File: config.mk
export PLATFORM = sky130hd
export DESIGN_NAME = arb_rr_9_5_flat
export DESIGN_NICKNAME = d
export VERILOG_FILES = /design/src/rtl/arb_rr_9_5_pkg.sv /design/src/rtl/arb_rr_9_5_if.sv /design/src/rtl/arb_rr_9_5_mux.sv /design/src/rtl/arb_rr_9_5.sv /design/src/flat_wrapper.sv
export SDC_FILE = /design/constraint.sdc
export NUM_CORES = 1
export LEC_CHECK = 0
export BUFFER_PORTS_ARGS = -buffer_cell sky130_fd_sc_hd__buf_2
export CAP_MARGIN = 30
export CORE_MARGIN = 2
export CORE_UTILIZATION = 50
export DETAILED_ROUTE_END_ITERATION = 7
export PLACE_DENSITY = 0.7
export RECOVER_POWER = 50
export SYNTH_ARGS = -nofsm -noshare
export SYNTH_HDL_FRONTEND = slang
export SYNTH_SLANG_ARGS = --single-unit
export TNS_END_PERCENT = 20
File: constraint.sdc
create_clock -name clk -period 13.95 [get_ports clk]
set_input_delay 2.79 -clock clk [delete_from_list [all_inputs] [get_ports clk]]
set_output_delay 2.79 -clock clk [all_outputs]
set_load 0.005 [all_outputs]
File: src/rtl/arb_rr_9_5_pkg.sv
// Shared constants, FSM encoding and one-hot helper for the 9-way round-robin arbiter.
package arb_rr_9_5_pkg;

  localparam int N  = 9;
  localparam int W  = 5;
  localparam int SW = 4;

  typedef enum logic {
    ST_IDLE  = 1'b0,
    ST_GRANT = 1'b1
  } state_e;

  localparam logic [SW-1:0] SRC_0 = 4'h0;
  localparam logic [SW-1:0] SRC_1 = 4'h1;
  localparam logic [SW-1:0] SRC_2 = 4'h2;
  localparam logic [SW-1:0] SRC_3 = 4'h3;
  localparam logic [SW-1:0] SRC_4 = 4'h4;
  localparam logic [SW-1:0] SRC_5 = 4'h5;
  localparam logic [SW-1:0] SRC_6 = 4'h6;
  localparam logic [SW-1:0] SRC_7 = 4'h7;
  localparam logic [SW-1:0] SRC_8 = 4'h8;

  function automatic logic [N-1:0] src_onehot(input logic [SW-1:0] src);
    return {{(N-1){1'b0}}, 1'b1} << src;
  endfunction

endpackage

File: src/rtl/arb_rr_9_5_if.sv
// Requester/consumer bundle: nine request+data pairs in, one valid/ready word out.
interface arb_rr_9_5_if;
  import arb_rr_9_5_pkg::*;

  logic [N-1:0]         req;
  logic [N-1:0][W-1:0]  d;
  logic [N-1:0]         gnt;
  logic                 out_valid;
  logic                 out_ready;
  logic [W-1:0]         out_data;
  logic [SW-1:0]        out_src;
  logic                 busy;

  modport master (
    output req, d, out_ready,
    input  gnt, out_valid, out_data, out_src, busy
  );

  modport slave (
    input  req, d, out_ready,
    output gnt, out_valid, out_data, out_src, busy
  );

endinterface

File: src/rtl/arb_rr_9_5_mux.sv
// 9-input, 5-bit word selector; out-of-range selects read as zero.
module mux_9_5
  import arb_rr_9_5_pkg::*;
(
  input  logic [SW-1:0]        sel_i,
  input  logic [N-1:0][W-1:0]  data_i,
  output logic [W-1:0]         y_o
);

  // Select one source word
  always_comb begin
    y_o = 5'b00000;
    case (sel_i)
      SRC_0:   y_o = data_i[0];
      SRC_1:   y_o = data_i[1];
      SRC_2:   y_o = data_i[2];
      SRC_3:   y_o = data_i[3];
      SRC_4:   y_o = data_i[4];
      SRC_5:   y_o = data_i[5];
      SRC_6:   y_o = data_i[6];
      SRC_7:   y_o = data_i[7];
      SRC_8:   y_o = data_i[8];
      default: y_o = 5'b00000;
    endcase
  end

endmodule

File: src/rtl/arb_rr_9_5.sv
// Round-robin arbiter sharing one 9:1 5-bit selector among nine requesters,
// presenting the chosen word on a registered valid/ready channel.
module arb_rr_9_5
  import arb_rr_9_5_pkg::*;
(
  input  logic           clk,
  input  logic           rst_n,
  arb_rr_9_5_if.slave    arb_io
);

  state_e         state_q, state_d;
  logic [SW-1:0]  ptr_q, ptr_d;
  logic [W-1:0]   out_data_q, out_data_d;
  logic [SW-1:0]  out_src_q, out_src_d;

  logic           accept_s;
  logic           arb_en_s;
  logic [N-1:0]   mask_s;
  logic [SW:0]    pick_s;
  logic           found_s;
  logic [SW-1:0]  win_idx_s;
  logic [W-1:0]   mux_y_s;

  // Returns {found, index} of the first set bit at or after ptr, wrapping mod 9.
  function automatic logic [SW:0] rr_pick(input logic [N-1:0] req_v,
                                          input logic [SW-1:0] ptr_v);
    logic [SW:0]   sum;
    logic [SW-1:0] idx;
    logic          found;
    logic [SW-1:0] pick;
    found = 1'b0;
    pick  = SRC_0;
    for (int k = 0; k < N; k++) begin
      sum = {1'b0, ptr_v} + 5'(k);
      if (sum >= 5'd9) begin
        sum = sum - 5'd9;
      end
      idx = sum[SW-1:0];
      if (!found && req_v[idx]) begin
        found = 1'b1;
        pick  = idx;
      end
    end
    return {found, pick};
  endfunction

  assign accept_s  = (state_q == ST_GRANT) && arb_io.out_ready;
  assign arb_en_s  = (state_q == ST_IDLE) || accept_s;
  // The word being accepted still has its req high this cycle; keep it out of the race.
  assign mask_s    = accept_s ? src_onehot(out_src_q) : {N{1'b0}};
  assign pick_s    = rr_pick(arb_io.req & ~mask_s, ptr_q);
  assign found_s   = pick_s[SW];
  assign win_idx_s = found_s ? pick_s[SW-1:0] : SRC_0;

  mux_9_5 u_mux (
    .sel_i  (win_idx_s),
    .data_i (arb_io.d),
    .y_o    (mux_y_s)
  );

  // Next-state: latch a new winner whenever the output register is free or being drained
  always_comb begin
    state_d    = state_q;
    ptr_d      = ptr_q;
    out_data_d = out_data_q;
    out_src_d  = out_src_q;
    if (arb_en_s) begin
      if (found_s) begin
        state_d    = ST_GRANT;
        out_data_d = mux_y_s;
        out_src_d  = win_idx_s;
        ptr_d      = (win_idx_s == SRC_8) ? SRC_0 : (win_idx_s + 4'h1);
      end else begin
        state_d = ST_IDLE;
      end
    end else begin
      state_d = state_q;
    end
  end

  // State, pointer and output word registers
  always_ff @(posedge clk or negedge rst_n) begin
    if (!rst_n) begin
      state_q    <= ST_IDLE;
      ptr_q      <= SRC_0;
      out_data_q <= 5'b00000;
      out_src_q  <= SRC_0;
    end else begin
      state_q    <= state_d;
      ptr_q      <= ptr_d;
      out_data_q <= out_data_d;
      out_src_q  <= out_src_d;
    end
  end

  assign arb_io.out_valid = (state_q == ST_GRANT);
  assign arb_io.busy      = (state_q == ST_GRANT);
  assign arb_io.out_data  = out_data_q;
  assign arb_io.out_src   = out_src_q;
  assign arb_io.gnt       = accept_s ? src_onehot(out_src_q) : {N{1'b0}};

endmodule

File: src/flat_wrapper.sv
// flat-port wrapper written by rule: the top's interface ports become plain ports
module arb_rr_9_5_flat import arb_rr_9_5_pkg::*;
  (clk, rst_n, arb_io_req, arb_io_d, arb_io_out_ready, arb_io_gnt, arb_io_out_valid, arb_io_out_data, arb_io_out_src, arb_io_busy);
  arb_rr_9_5_if arb_io_i ();
  input  logic clk;
  input  logic rst_n;
  input wire logic [$bits(arb_io_i.req)-1:0] arb_io_req;
  input wire logic [$bits(arb_io_i.d)-1:0] arb_io_d;
  input wire logic [$bits(arb_io_i.out_ready)-1:0] arb_io_out_ready;
  output wire logic [$bits(arb_io_i.gnt)-1:0] arb_io_gnt;
  output wire logic [$bits(arb_io_i.out_valid)-1:0] arb_io_out_valid;
  output wire logic [$bits(arb_io_i.out_data)-1:0] arb_io_out_data;
  output wire logic [$bits(arb_io_i.out_src)-1:0] arb_io_out_src;
  output wire logic [$bits(arb_io_i.busy)-1:0] arb_io_busy;
  assign arb_io_i.req = arb_io_req;
  assign arb_io_i.d = arb_io_d;
  assign arb_io_i.out_ready = arb_io_out_ready;
  assign arb_io_gnt = arb_io_i.gnt;
  assign arb_io_out_valid = arb_io_i.out_valid;
  assign arb_io_out_data = arb_io_i.out_data;
  assign arb_io_out_src = arb_io_i.out_src;
  assign arb_io_busy = arb_io_i.busy;
  arb_rr_9_5 u_core (.clk(clk), .rst_n(rst_n), .arb_io(arb_io_i));
endmodule
======== Yosys cells after proc, flatten, opt, wreduce, memory -nomap -nowiden ========
Index checks and enable logic that the tools add are counted.
cells by class
  add/sub/neg operators ................... 18
  multiply operators ...................... 0
  divide/modulo/power cells ............... 0
  magnitude comparators ................... 18
  equality and inequality tests ........... 8
  shift operators ......................... 1
  multiplexer cells ....................... 50
  bitwise logic cells ..................... 3
  reductions and logical operators ........ 20
operators by type and width
  operator             count
  $mux 4               20
  $lt 4x5->1 const B   9
  $pmux 5 s9           1
  $ge 5x4->1 const B   8
  $bmux 1 s4           9
  $sub 4x4->4 const B  9
  $add 4x3->5 const B  4
  $mux 1               19
  $eq 4x3->1 const B   4
  $add 4x2->5 const B  2
  $and 9x9->9          1
  $logic_and 1x1->1    9
  $mux 9               1
  $not 9->9            1
  $shl 1x4->9 const A  1
  $eq 4x2->1 const B   2
  $logic_not 1->1      8
  $add 4x1->5 const B  1
  $add 4x4->5 const B  1
  $add 4x1->4 const B  1
  $eq 4x1->1 const B   1
  $eq 4x4->1 const B   1
  $ge 4x4->1 const B   1
  $logic_not 4->1      1
  other kinds (3)      3
storage, ports and cells
  register bits ........................... 14
  bits in latches ......................... 0
  bits in writable memories ............... 0
  ROM bits ................................ 0
  input port bits ......................... 57
  memories ................................ 0

======== Depth between registers and ports, before layout ========
  word-level depth ........................ 34
  depth in mapped cells ................... 24
  depth with buffers taken out ............ 20

======== By module ========
Synthesis repeated with hierarchy kept, for this count alone.
unflattened totals
  cell total of the unflattened synthesis .. 592
  area total of the unflattened synthesis .. 4445.5 sq um
by module, submodules not included
  module      instances  cells each  area each (sq um)
  arb_rr_9_5  1          530         3951.3
  mux_9_5     1          62          494.2

======== Worst setup path before layout ========
Ideal clock, no wire load.
  kind .................................... input port to flip-flop
  start point ............................. input arb_io_out_ready
  end point ............................... register u_core.out_data_q[0], in the netlist u_core.arb_io.out_data[0]
  library setup time ...................... 130 ps
  data arrival time ....................... 6268 ps
  data required time ...................... 13820 ps
  slack ................................... 7552 ps
  cell stages on the path ................. 17
  path buffers ............................ 1
  path through ............................ nand4_1 o21ai_1 a21oi_1 o21ai_0 a221oi_1 or4_4 or3_1 a311oi_1 o22a_1 nor3_2 ha_1 clkbuf_1 a22o_1 a221oi_1 nor4_1 mux2i_1 a31oi_1
between the ends
  cells in the longest elaborated chain, start to end .. 34
  elaborated cells on any way between the ends .. 69
  classes of those cells .................. eq/ne (8); mux (39); bitwise (2); reduce/logical (20)
RTL lines
  item                                      line                  text
  start: declaration                        flat_wrapper.sv:9     input wire logic [$bits(arb_io_i.out_ready)-1:0] arb_io_out_ready;
  $logic_and 1x1->1 *                       arb_rr_9_5.sv:47      assign accept_s = (state_q == ST_GRANT) && arb_io.out_ready;
  $mux 9                                    arb_rr_9_5.sv:50      assign mask_s = accept_s ? src_onehot(out_src_q) : {N{1'b0}};
  $not 9->9                                 arb_rr_9_5.sv:51      assign pick_s = rr_pick(arb_io.req & ~mask_s, ptr_q);
  $and 9x9->9                               arb_rr_9_5.sv:51
  $bmux 1 s4                                arb_rr_9_5.sv:39      if (!found && req_v[idx]) begin
  $mux 1 (implied by the code)              arb_rr_9_5.sv:39
  $mux 1                                    arb_rr_9_5.sv:39
  $logic_not 1->1                           arb_rr_9_5.sv:39
  [... 18 more ...]                         -
  $logic_and 1x1->1                         arb_rr_9_5.sv:39
  $mux 1                                    arb_rr_9_5.sv:39
  $logic_not 1->1                           arb_rr_9_5.sv:39
  $logic_and 1x1->1                         arb_rr_9_5.sv:39
  $mux 4 / $mux 1 (equally long branches)   arb_rr_9_5.sv:39
  $mux 4                                    arb_rr_9_5.sv:53      assign win_idx_s = found_s ? pick_s[SW-1:0] : SRC_0;
  $eq 4x4->1, or another cell as far along  arb_rr_9_5_mux.sv:13  case (sel_i)
  $pmux 5 s9                                arb_rr_9_5_mux.sv:13
  end signal: assignment                    arb_rr_9_5.sv:91      out_data_q <= out_data_d;
  end: declaration                          arb_rr_9_5.sv:13      logic [W-1:0] out_data_q, out_data_d;
Mark *: on every way between the ends. The rest lies on a longest branch, timed or not. The select of a mux whose other input is x is not followed.
A chain may end at the register's enable or synchronous reset.

======== Final worst setup path ========
  start point ............................. input arb_io_out_ready
  end point ............................... register u_core.out_data_q[4], in the netlist u_core.arb_io.out_data[4]
The elaborated chain is that of the path after synthesis.

==> metrics.cfg <==
[status]
status=completed

[finish]
final_layout_size_suffix_gt1_share_pct=16.2
nNetsFinal=776
area_delta_synth_final_pct=7.49
n_antenna_cell=0
fill_cells=928
stdcell_count=803

[place]
portBuffers=76
placedCellCount=799
gp_congestion=0.983
hpwl_um=13200

[die]
die_w_um=101
coreArea_sq_um=9200
num_rows=35
io_pins=77
die_area_sq_um=10200
die_y_um=101
start_util_pct=51.1

[grt]
grt_pass1_vias=5102
grt_max_degree=61
grt_pass1_wl_um=27300
use_met2_pct=53.7
antenna_found_initial=0
use_met3_pct=4.58
grt.busiest_layer=met2
grt-ovfl-total=0
gr-usage-all-layers_pct=33.3
globalRouteMet1Util_pct=46.1

[critical_path]
r2r_end=u_core.arb_io.out_data[2]$_DFFE_PN0P_
end_kind=register
crit_slowest_cell=o21ai_1
r2r.worst_path.cells=19
crit-reg2reg-launch=u_core.ptr_q[1]$_DFFE_PN0P_
crit_chain=buf_2 -> nand4_1 -> o21ai_1 -> a21oi_1 -> o21ai_0 -> a221oi_1 -> nor4_1 -> nand4_2 -> o22a_1 -> nor3_2 -> ha_1 -> a22o_1 -> a221oi_1 -> nor4_1 -> mux2i_1 -> a31oi_1
max_stage_delay_ns=0.81
crit_fanout=16
worstSetupStartpointType=input pin
crit_required_ns=14.11
reg2reg_slack_ns=7.72
arrival_ns=7.56
crit_type=input pin to register

[timing]
hold_ws_ns=0.558
period_needed_ns=7.39
clock-skew-final_ns=0.00152
rsz0062_at_grt=false
finalSetupTns_ns=0
finalCritPeriodShare_pct=53.0
worst-slew-pin-transition_ns=1.00
fmax_mhz=135
finalHoldViolations=0
final_max_slew_viol_count=0
finalSetupViolations=0
slew_headroom_pct=32.9

[hold_path]
min_path_type=register to register
holdPathEnd=u_core.arb_io.out_data[2]$_DFFE_PN0P_
whs_path_depth=2
min-delay-start=u_core.arb_io.out_data[2]$_DFFE_PN0P_

[logic_synthesis]
synth_area_leaders=mux2i_1 (7.7%), dfrtp_1 (7.5%), ha_1 (6.9%)
synth-edff-count=0
syn-cell-area_sq_um=4700
netlist_instances=649
ys_warn_count=0
synth_common_cells=nor2_1 (51), a21oi_1 (44), nand2_1 (39)
yosysTopAreaCell=mux2i_1
yosysUniqueCellTypes=90
seq_area_frac_synth_pct=7.46
synth_top_area_share_pct=7.67
synthArstFlopShare_pct=100
yosysMostFrequentCell=nor2_1
synthFlopType=dfrtp_1
syn_nets=732
syn-mean-instance-area_sq_um=7.24
ys_ff_latch=14

[route]
post_drt_via_cell_ratio=7.03
wl_per_cell_um=21.5
ant_nets=0
num_vias=5648
routed_wl_um=17300
dr.pass1.iters=5
drt-initial-drc-count=583
drc=0

[clock_tree]
post_cts_buffers=0
cts.htree.levels=1
clock_sinks=14
worstSkewPairLatency_ns=0.24
cts_tree=done
hold_buffers=0
clock_path_buffers=2
clockRootBuffer=clkbuf_8
numCtsBuffers=3
cts_resized=0
cts.clk_slew.worst_paths_ns=0.06

[job]
maxCapViolCount=0

-- routing by layer --
metal  vias to the layer above  wire, um
met5                         -         0
met4                         0       496
met3                        32      1530
met2                       320      7890
met1                      2672      7370
li1                       2624         -
-- per-stage QoR --
step | util (%) | setup WS (ns) | area, sq um
global route | 54.9 | 6.20 | 5050
detailed placement | 54.4 | 6.51 | 5000
CTS | 55.0 | 6.73 | 5060
floorplan | - | 7.55 | 4700
finish | 54.9 | 6.56 | 5050
global placement | 54.4 | 6.57 | 5000
-- critical path: cells and delay by family --
kind	cells	cell delay [ns]
adder cells (fa/ha/maj)	1	0.59
AO/OA/AOI/OAI	8	1.98
buffers and inverters	1	0.12
AND/OR/NAND/NOR	5	1.92
multiplexers	1	0.13
-- state kept, by name (all words and copies together) (netlist names) --
| signal | cells |
|---|---|
| u_core.arb_io.out_data | 5 |
| u_core.arb_io.out_src | 4 |
| u_core.ptr_q | 4 |
| u_core.arb_io.busy | 1 |
-- cells in the final DEF (no fill, tap or decap), types with 6 or more instances in the layout --
cell      synthesis  routed
xnor2_1           8       8
nand2b_1         15      15
a221oi_1          7       7
nor2_1           51      51
buf_2            13      67
and2_1            7       7
nor2b_1          11      11
clkbuf_1         17       9
a22oi_1          12      12
o22ai_1          10      10
dfrtp_1          14      13
inv_1            16      16
o21ai_0          38      38
nor3_1           26      26
or3_1             8       8
o21a_1           15      15
a211oi_1          9       9
nand3_1          23      23
a21oi_1          44      44
a21o_1            7       7
buf_4             6       6
o211a_1           8       8
o211ai_1         16      16
ha_1             26      26
nor4_1           11      11
nand2_1          39      39
a31oi_1          14      13
mux2i_1          36      36
-- kinds of logic after synthesis --
group | after synthesis | synth area share [%]
AOI/OAI and AO/OA | 264 | 41.1
xor gates and xnor gates | 13 | 2.74
adders and majority gates | 26 | 6.93
buffers and inverters | 61 | 7.06
DFF | 14 | 7.46
muxes | 37 | 7.99
and+or+nand+nor | 234 | 26.8
-- area by class of cell --
class,instances,area [sq um],area share [%]
inverters,18,67.6,1.34
multi-input cells,574,4020,79.6
well taps,111,139,2.75
repair buffers,82,414,8.21
flip-flops and latches,14,352,6.97
clock buffers,4,55.1,1.09
-- how the worst max path moves through the flow --
stage	slack, ns	end	cells after the start	start
finish	6.56	u_core.arb_io.out_data[4]$_DFFE_PN0P_	16	arb_io_out_ready
global route	6.20	u_core.arb_io.out_data[1]$_DFFE_PN0P_	16	arb_io_out_ready
CTS	6.73	u_core.arb_io.out_data[4]$_DFFE_PN0P_	16	arb_io_out_ready
detailed placement	6.51	u_core.arb_io.out_data[4]$_DFFE_PN0P_	16	arb_io_out_ready
global placement	6.57	u_core.arb_io.out_data[2]$_DFFE_PN0P_	17	arb_io_out_ready
floorplan	7.55	u_core.arb_io.out_data[0]$_DFFE_PN0P_	17	arb_io_out_ready
Power is not shown: default switching activity piles up to over one toggle a cycle in this logic, so the estimate is an artifact.
